==> config.mk <==
export PLATFORM = sky130hd
export DESIGN_NAME = adder2comp
export DESIGN_NICKNAME = d
export VERILOG_FILES = /design/src/rtl/adder2comp_pkg.sv /design/src/rtl/uc_adder2comp.sv /design/src/rtl/adder2comp.sv
export SDC_FILE = /design/constraint.sdc
export NUM_CORES = 1
export LEC_CHECK = 0
export ABC_AREA = 1
export CAP_MARGIN = 20
export CORE_ASPECT_RATIO = 1.2
export CORE_MARGIN = 5
export CORE_UTILIZATION = 61
export CTS_CLUSTER_DIAMETER = 60
export DETAILED_ROUTE_END_ITERATION = 8
export MAX_ROUTING_LAYER = met4
export PLACE_DENSITY = 0.95
export SETUP_SLACK_MARGIN = 0.15
export SLEW_MARGIN = 20
export SYNTH_ARGS = -nofsm -noshare
export SYNTH_HDL_FRONTEND = slang
export SYNTH_SLANG_ARGS = --single-unit
==> constraint.sdc <==
create_clock -name clk -period 4.1 [get_ports clk]
set_input_delay 0.82 -clock clk [delete_from_list [all_inputs] [get_ports clk]]
set_output_delay 0.82 -clock clk [all_outputs]
set_load 0.005 [all_outputs]
==> src/rtl/adder2comp_pkg.sv <==
// ============================================================================
// adder2comp_pkg: shared control-state encoding and default operand width.
// Rev 1.0
// ============================================================================
`default_nettype none

package adder2comp_pkg;

  localparam int ADDER2COMP_N = 4;

  typedef enum logic [2:0] {
    IDLE       = 3'd0,
    LOAD_AB    = 3'd1,
    LOAD_MAG   = 3'd2,
    COMP_MAG   = 3'd3,
    COMP_SIGNS = 3'd4,
    ADD_SUB    = 3'd5,
    LOAD_RES   = 3'd6,
    DONE       = 3'd7
  } state_t;

endpackage

`default_nettype wire

==> src/rtl/uc_adder2comp.sv <==
// ============================================================================
// uc_adder2comp: control FSM that sequences the sign/magnitude adder datapath.
// Rev 1.0
// ============================================================================
`default_nettype none

module uc_adder2comp
  import adder2comp_pkg::*;
(
  input  logic clk,
  input  logic RESET,
  input  logic S,
  output logic loadAB,
  output logic loadmagAB,
  output logic compmag,
  output logic compsigns,
  output logic add_sub,
  output logic loadres,
  output logic done
);

  state_t state_q;
  state_t state_d;

  always_ff @(posedge clk) begin
    if (RESET) begin
      state_q <= IDLE;
    end else begin
      state_q <= state_d;
    end
  end

  // Strobes are masked by RESET so nothing fires while reset is being applied.
  always_comb begin
    state_d   = state_q;
    loadAB    = 1'b0;
    loadmagAB = 1'b0;
    compmag   = 1'b0;
    compsigns = 1'b0;
    add_sub   = 1'b0;
    loadres   = 1'b0;
    done      = 1'b0;
    case (state_q)
      IDLE:       state_d = S ? LOAD_AB : IDLE;
      LOAD_AB:    begin state_d = LOAD_MAG;   loadAB    = !RESET; end
      LOAD_MAG:   begin state_d = COMP_MAG;   loadmagAB = !RESET; end
      COMP_MAG:   begin state_d = COMP_SIGNS; compmag   = !RESET; end
      COMP_SIGNS: begin state_d = ADD_SUB;    compsigns = !RESET; end
      ADD_SUB:    begin state_d = LOAD_RES;   add_sub   = !RESET; end
      LOAD_RES:   begin state_d = DONE;       loadres   = !RESET; end
      DONE:       begin state_d = IDLE;       done      = !RESET; end
      default:    state_d = IDLE;
    endcase
  end

endmodule

`default_nettype wire

==> src/rtl/adder2comp.sv <==
// ============================================================================
// adder2comp: multi-cycle two's-complement adder using a sign/magnitude datapath.
// Define ADDER2COMP_DBG_EN to expose the six control strobes as output ports.
// Rev 1.0
// ============================================================================
`default_nettype none

module adder2comp
  import adder2comp_pkg::*;
#(
  parameter int N = ADDER2COMP_N
) (
  input  logic         clk,
  input  logic         RESET,
  input  logic         S,
  input  logic [N-1:0] a,
  input  logic [N-1:0] b,
  output logic [N:0]   result,
`ifdef ADDER2COMP_DBG_EN
  output logic         loadAB,
  output logic         loadmagAB,
  output logic         compmag,
  output logic         compsigns,
  output logic         add_sub,
  output logic         loadres,
`endif
  output logic         done
);

`ifndef ADDER2COMP_DBG_EN
  logic loadAB;
  logic loadmagAB;
  logic compmag;
  logic compsigns;
  logic add_sub;
  logic loadres;
`endif

  uc_adder2comp u_uc (
    .clk       (clk),
    .RESET     (RESET),
    .S         (S),
    .loadAB    (loadAB),
    .loadmagAB (loadmagAB),
    .compmag   (compmag),
    .compsigns (compsigns),
    .add_sub   (add_sub),
    .loadres   (loadres),
    .done      (done)
  );

  logic [N-1:0] a_q, a_d, b_q, b_d;
  logic         siga_q, siga_d, sigb_q, sigb_d;
  logic [N-1:0] maga_q, maga_d, magb_q, magb_d;
  logic         ge_q, ge_d, eq_q, eq_d;
  logic [N:0]   mag_q, mag_d;
  logic         sign_q, sign_d;
  logic [N:0]   result_q, result_d;

  always_comb begin
    a_d      = a_q;
    b_d      = b_q;
    siga_d   = siga_q;
    sigb_d   = sigb_q;
    maga_d   = maga_q;
    magb_d   = magb_q;
    ge_d     = ge_q;
    eq_d     = eq_q;
    mag_d    = mag_q;
    sign_d   = sign_q;
    result_d = result_q;
    if (loadAB) begin
      a_d    = a;
      b_d    = b;
      siga_d = a[N-1];
      sigb_d = b[N-1];
    end
    // Negating the most negative value wraps to 2^(N-1), the correct unsigned magnitude.
    if (loadmagAB) begin
      maga_d = siga_q ? -a_q : a_q;
      magb_d = sigb_q ? -b_q : b_q;
    end
    if (compmag)   ge_d = (maga_q >= magb_q);
    if (compsigns) eq_d = (siga_q == sigb_q);
    if (add_sub) begin
      if (eq_q) begin
        mag_d  = {1'b0, maga_q} + {1'b0, magb_q};
        sign_d = siga_q;
      end else if (ge_q) begin
        mag_d  = {1'b0, maga_q - magb_q};
        sign_d = (maga_q == magb_q) ? 1'b0 : siga_q;
      end else begin
        mag_d  = {1'b0, magb_q - maga_q};
        sign_d = sigb_q;
      end
    end
    if (loadres) result_d = sign_q ? -mag_q : mag_q;
  end

  always_ff @(posedge clk) begin
    if (RESET) begin
      a_q      <= '0;
      b_q      <= '0;
      siga_q   <= 1'b0;
      sigb_q   <= 1'b0;
      maga_q   <= '0;
      magb_q   <= '0;
      ge_q     <= 1'b0;
      eq_q     <= 1'b0;
      mag_q    <= '0;
      sign_q   <= 1'b0;
      result_q <= '0;
    end else begin
      a_q      <= a_d;
      b_q      <= b_d;
      siga_q   <= siga_d;
      sigb_q   <= sigb_d;
      maga_q   <= maga_d;
      magb_q   <= magb_d;
      ge_q     <= ge_d;
      eq_q     <= eq_d;
      mag_q    <= mag_d;
      sign_q   <= sign_d;
      result_q <= result_d;
    end
  end

  assign result = result_q;

endmodule

`default_nettype wire

Word level (Yosys, flattened, before mapping)
Cells that the tools add are included.
{ "op_classes": {"n_addsub": 6, "magnitude_cmp": 1, "muxes": 17, "reduce_logical": 2, "n_eq_ne": 9} }
{ "op_table": {"columns": ["op", "n"], "rows": [
  ["case mux 3 bit (8 select lines)", 1],
  ["== test 3 bit, second input constant", 4],
  ["2-to-1 mux 4 bit", 3],
  ["2-to-1 mux 1 bit", 11],
  ["2-to-1 mux 5 bit", 2],
  ["negation 4 bit", 2],
  ["subtractor 4 bit", 2],
  ["== test 3 x 2 -> 1 bit, second input constant", 2],
  ["adder 4 x 4 -> 5 bit", 1],
  ["negation 5 bit", 1],
  ["== test 4 bit", 1],
  [">= comparator 4 bit", 1],
  ["== test 3 x 1 -> 1 bit, second input constant", 1],
  ["zero test 3 bit", 1],
  ["== test 1 bit", 1],
  ["zero test 1 bit", 1]
]} }
{ "totals": {"in_bits": 11, "elab_cells": 47, "out_inout_bits": 6, "reg_bits": 34} }

Longest topological paths before layout
{ "logic_depth": {"word_depth": 4, "depth_mapped": 12, "ltp_nobuf": 11} }

Hierarchy
A second synthesis with hierarchy kept.
{ "hier_totals": {"cells_unflattened": 233, "hier_area_um2": 1788.0} }
{ "by_module_without_submodules": {"columns": ["mod", "cells_each", "instances", "seq_area_each_um2", "area_each_um2"], "rows": [
  ["adder2comp", 205, 1, 580.6, 1625.3],
  ["uc_adder2comp", 28, 1, 60.1, 162.7]
]} }

Least setup slack after synthesis
No wires, ideal clock.
{ "synth_path": {"path_kind": "input -> output", "from": "input RESET", "to": "output done", "t_arrival_ns": 1.397, "path_slack_ns": 1.883, "n_path_buf": 2, "required_ns": 3.280, "cell_stages": 3, "path_cell_list": "buf_2 -> buf_1 -> nor3_1"} }
{ "synth_between": {"elab_chain_cells": 2} }
{ "synth_lines": {"columns": ["item", "line_no", "source"], "rows": [
  ["start: declaration", "adder2comp.sv:14", "input logic RESET,"],
  ["zero test 1 bit", "uc_adder2comp.sv:51", "DONE: begin state_d = IDLE; done = !RESET; end"],
  ["2-to-1 mux 1 bit", "uc_adder2comp.sv:43", "case (state_q)"],
  ["end: declaration", "adder2comp.sv:27", "output logic done"]
]} }
Every way passes these cells.

Final worst setup path
Ends and elaborated chain as after synthesis.

==> qor.log <==
[die] number of standard-cell rows in the floorplan 21
[global_route] pin count of the biggest net entering global routing 22
[cts] buffers inserted during post-CTS setup optimization 0
[synthesis] primary flip-flop cell chosen by synthesis mapping sky130_fd_sc_hd__dfxtp_1
[min_path] path class of the lowest-slack min-delay path register to register
[cts] Clk pin slew, worst setup/hold paths 0.10 ns
[global_route] total routing usage reported by global routing 0.209
[die] Placeable Area 2840 sq um
[run_status] status finished clean
[place] final weighted congestion of routability-driven global placement 0.991
[run] Maximum Capacitance Violations 0
[synthesis] post-synthesis instance area 1810 sq um
[synthesis] number of nets in the synthesized netlist 270
[synthesis] number of enable flip-flop cells after synthesis 0
[detailed_routing] number of vias per cell after detailed routing 5.62
[power_and_ir_drop] switch share 0.406
[die] number of primary I/O pins 17
[worst_setup_path] crit path launch type input pin
[cts] clk_lat worst skew 0.34 ns
[detailed_routing] Total Routed Length 3.89 mm
[synthesis] Syn Inst Count 238
[power_and_ir_drop] total power divided by cell area 595 nW/um^2
[place] count of placed standard cells including taps 283
[power_and_ir_drop] net switching power of the design 0.000506 W
[detailed_routing] antenna-violating nets left 0
[power_and_ir_drop] Flop pwr share 0.369
[layout] relative area change from synthesis to final layout 15.3%
[global_route] global-route wire length before repair 6.64 mm
[worst_setup_path] Critical Path End Type primary output
[cts] number of hold buffers added after cts 0
[synthesis] Async SR Flop Fraction 0
[cts] clock buffer count from CTS 5
[timing] total count of max-transition violations in the final report 0
[worst_setup_path] Setup CP Type input pin to primary output
[layout] highest-count cells in the layout ignoring fill and taps sky130_fd_sc_hd__inv_1 (38), sky130_fd_sc_hd__dfxtp_1 (32), sky130_fd_sc_hd__nor2_1 (30)
[synthesis] yosys synthesis warning count 0
[cts] library cell used as clock root buffer sky130_fd_sc_hd__clkbuf_4
[global_route] initial antenna violation count 0
[min_path] start point of the worst hold path result[2]
[die] Die W 59.8 microns
[timing] setup repair after global routing missed its margin false
[worst_setup_path] worst reg2reg endpoint ge_q
[detailed_routing] detailed-route wire length per cell 13.4 microns
[timing] final total negative setup slack 0 ns
[min_path] cell depth of the worst hold path 2
[layout] Final Util 0.736
[synthesis] count of state elements after synthesis 32
[timing] clock skew 0.00704 ns
[layout] filler-free cell count of the finished design 291
[worst_setup_path] number of cells on the worst reg-to-reg path 8
[detailed_routing] 1st-iter DRT viols 81
[worst_setup_path] register-to-register setup slack 2.29 ns
[synthesis] Syn Area/Cell 7.61 sq um
[detailed_routing] vias 1636
[power_and_ir_drop] Max rail drop VDD 397 uV
[global_route] via count of the first global-routing pass 1584
[power_and_ir_drop] design internal power 0.000739 W
[timing] final count of negative-setup-slack endpoints 0
[timing] Tcrit/Tclk final 0.727
[detailed_routing] 1st-pass router iterations 5
[timing] Max-slew headroom 0.752
[worst_setup_path] arrival time of data at the critical path endpoint 2.16 ns
[worst_setup_path] worst-path maximum fanout 21
[global_route] total overflow reported by the global router 0
[die] Initial Util 0.638
[power_and_ir_drop] Leakage 0.914 nW
[die] die area 4160 sq um
[die] die extent in y 69.7 microns
[timing] Worst Tran Pin Value 0.371 ns
[layout] share of layout cells above drive strength 1 0.0700
[min_path] destination of the worst hold path result[2]
[timing] final hold slack 0.483 ns
[synthesis] library cells used by synthesis 26
[place] DP HPWL 2.91 mm
[cts] number of H-tree branching levels 2
[layout] most common cell after layout, fill and taps aside sky130_fd_sc_hd__inv_1
[timing] Min Clock Period, post-route 2.98 ns
[layout] ant diodes 0
[worst_setup_path] launching point of the worst reg2reg path magb_q[1]
[power_and_ir_drop] clock network fraction of total power 0.218
[power_and_ir_drop] Comb power frac 0.413
[cts] clock tree from TritonCTS done
[place] Port Buf Inserts 16
[timing] hold violation total from the final report 0
[worst_setup_path] CP required 3.28 ns
[cts] Resize count post-CTS 0
[synthesis] sequential element share of the synthesized area 0.354
[cts] maximum clock insertion buffer count 2
[timing] fmax 0.336 GHz
[layout] final net count 288
[cts] Num Clock Sinks 32
[detailed_routing] number of remaining DRC errors 0
-- power groups by stage --
stage,Combinational (W),Clock (W),Sequential (W)
CTS,0.000513,0.000276,0.000458
floorplan,0.000398,0,0.000442
finish,0.000514,0.000271,0.000459
global route,0.000587,0.000288,0.000470
global placement,0.000482,0,0.000460
detailed placement,0.000505,0,0.000465
-- how the worst max path moves through the flow --
stage	start	to	slack, ns	cells past startpoint
2_1_floorplan	RESET	done	1.88	3
3_3_place_gp	RESET	done	1.13	4
3_5_place_dp	RESET	done	1.12	4
4_1_cts	RESET	done	1.11	4
5_1_grt	RESET	done	1.09	4
6_report	RESET	done	1.12	4
-- layer usage --
layer,vias to the layer above,GRT usage,routed length (microns)
met2,52,0.322,1900
met1,745,0.245,1650
met3,19,0.0410,170
met5,-,-,0
met4,0,0.123,164
li1,820,-,-
-- worst max-delay path: stages --
cell	delay, ns
sky130_fd_sc_hd__clkdlybuf4s50_1	0.40
sky130_fd_sc_hd__buf_4	0.22
sky130_fd_sc_hd__nor3_1	0.20
sky130_fd_sc_hd__clkdlybuf4s50_1	0.52
-- cell families (layout without fill, tap and decap cells) --
kind of cell    after synthesis  after routing  share of synthesized area
simple gates                 78             78                      0.191
compound gates               52             52                      0.167
buf+inv                      50             69                      0.106
flops                        32             32                      0.354
fa+ha+maj                    21             21                      0.157
xor+xnor                      5              5                     0.0242
-- cells in the mapped netlist, types with 2 or more instances --
cell type / instances / area (sq um)
sky130_fd_sc_hd__dfxtp_1: 32 / 641
sky130_fd_sc_hd__xor2_1: 4 / 35.0
sky130_fd_sc_hd__nand3_1: 13 / 65.1
sky130_fd_sc_hd__a211oi_1: 9 / 67.6
sky130_fd_sc_hd__fa_1: 3 / 60.1
sky130_fd_sc_hd__o211ai_1: 4 / 30.0
sky130_fd_sc_hd__nand4_1: 4 / 25.0
sky130_fd_sc_hd__inv_1: 38 / 143
sky130_fd_sc_hd__a21oi_1: 19 / 95.1
sky130_fd_sc_hd__nor2_1: 30 / 113
sky130_fd_sc_hd__nand2_1: 24 / 90.1
sky130_fd_sc_hd__o21ai_1: 7 / 35.0
sky130_fd_sc_hd__buf_2: 4 / 20.0
sky130_fd_sc_hd__inv_2: 6 / 22.5
sky130_fd_sc_hd__a31oi_1: 2 / 12.5
sky130_fd_sc_hd__o21ai_0: 9 / 45.0
sky130_fd_sc_hd__nor3_1: 4 / 20.0
sky130_fd_sc_hd__ha_1: 18 / 225
-- stage by stage --
stage	setup WS [ns]	power [W]	instance area [sq um]
after floorplan	1.88	0.000839	1810
after global placement	1.13	0.000942	1990
after detailed placement	1.12	0.000970	1990
after CTS	1.11	0.00125	2090
after global routing	1.09	0.00134	2090
final	1.12	0.00124	2090
-- registers in the layout, indices dropped and copies added (netlist names) --
| signal | count |
|---|---|
| mag_q | 5 |
| result | 5 |
| a_q | 4 |
| b_q | 4 |
| maga_q | 4 |
| magb_q | 4 |
| u_uc.state_q | 3 |
| eq_q | 1 |
| ge_q | 1 |
| sign_q | 1 |
-- final cells by class --
class,instances,area [sq um]
multi-input combinational,156,978
fill,222,748
sequential,32,641
timing repair buffer,17,168
inverter,44,165
clock buffer,7,65.1
tap,34,42.5
clock inverter,1,30.0
No activity file was read; power rests on OpenSTA's default activity.
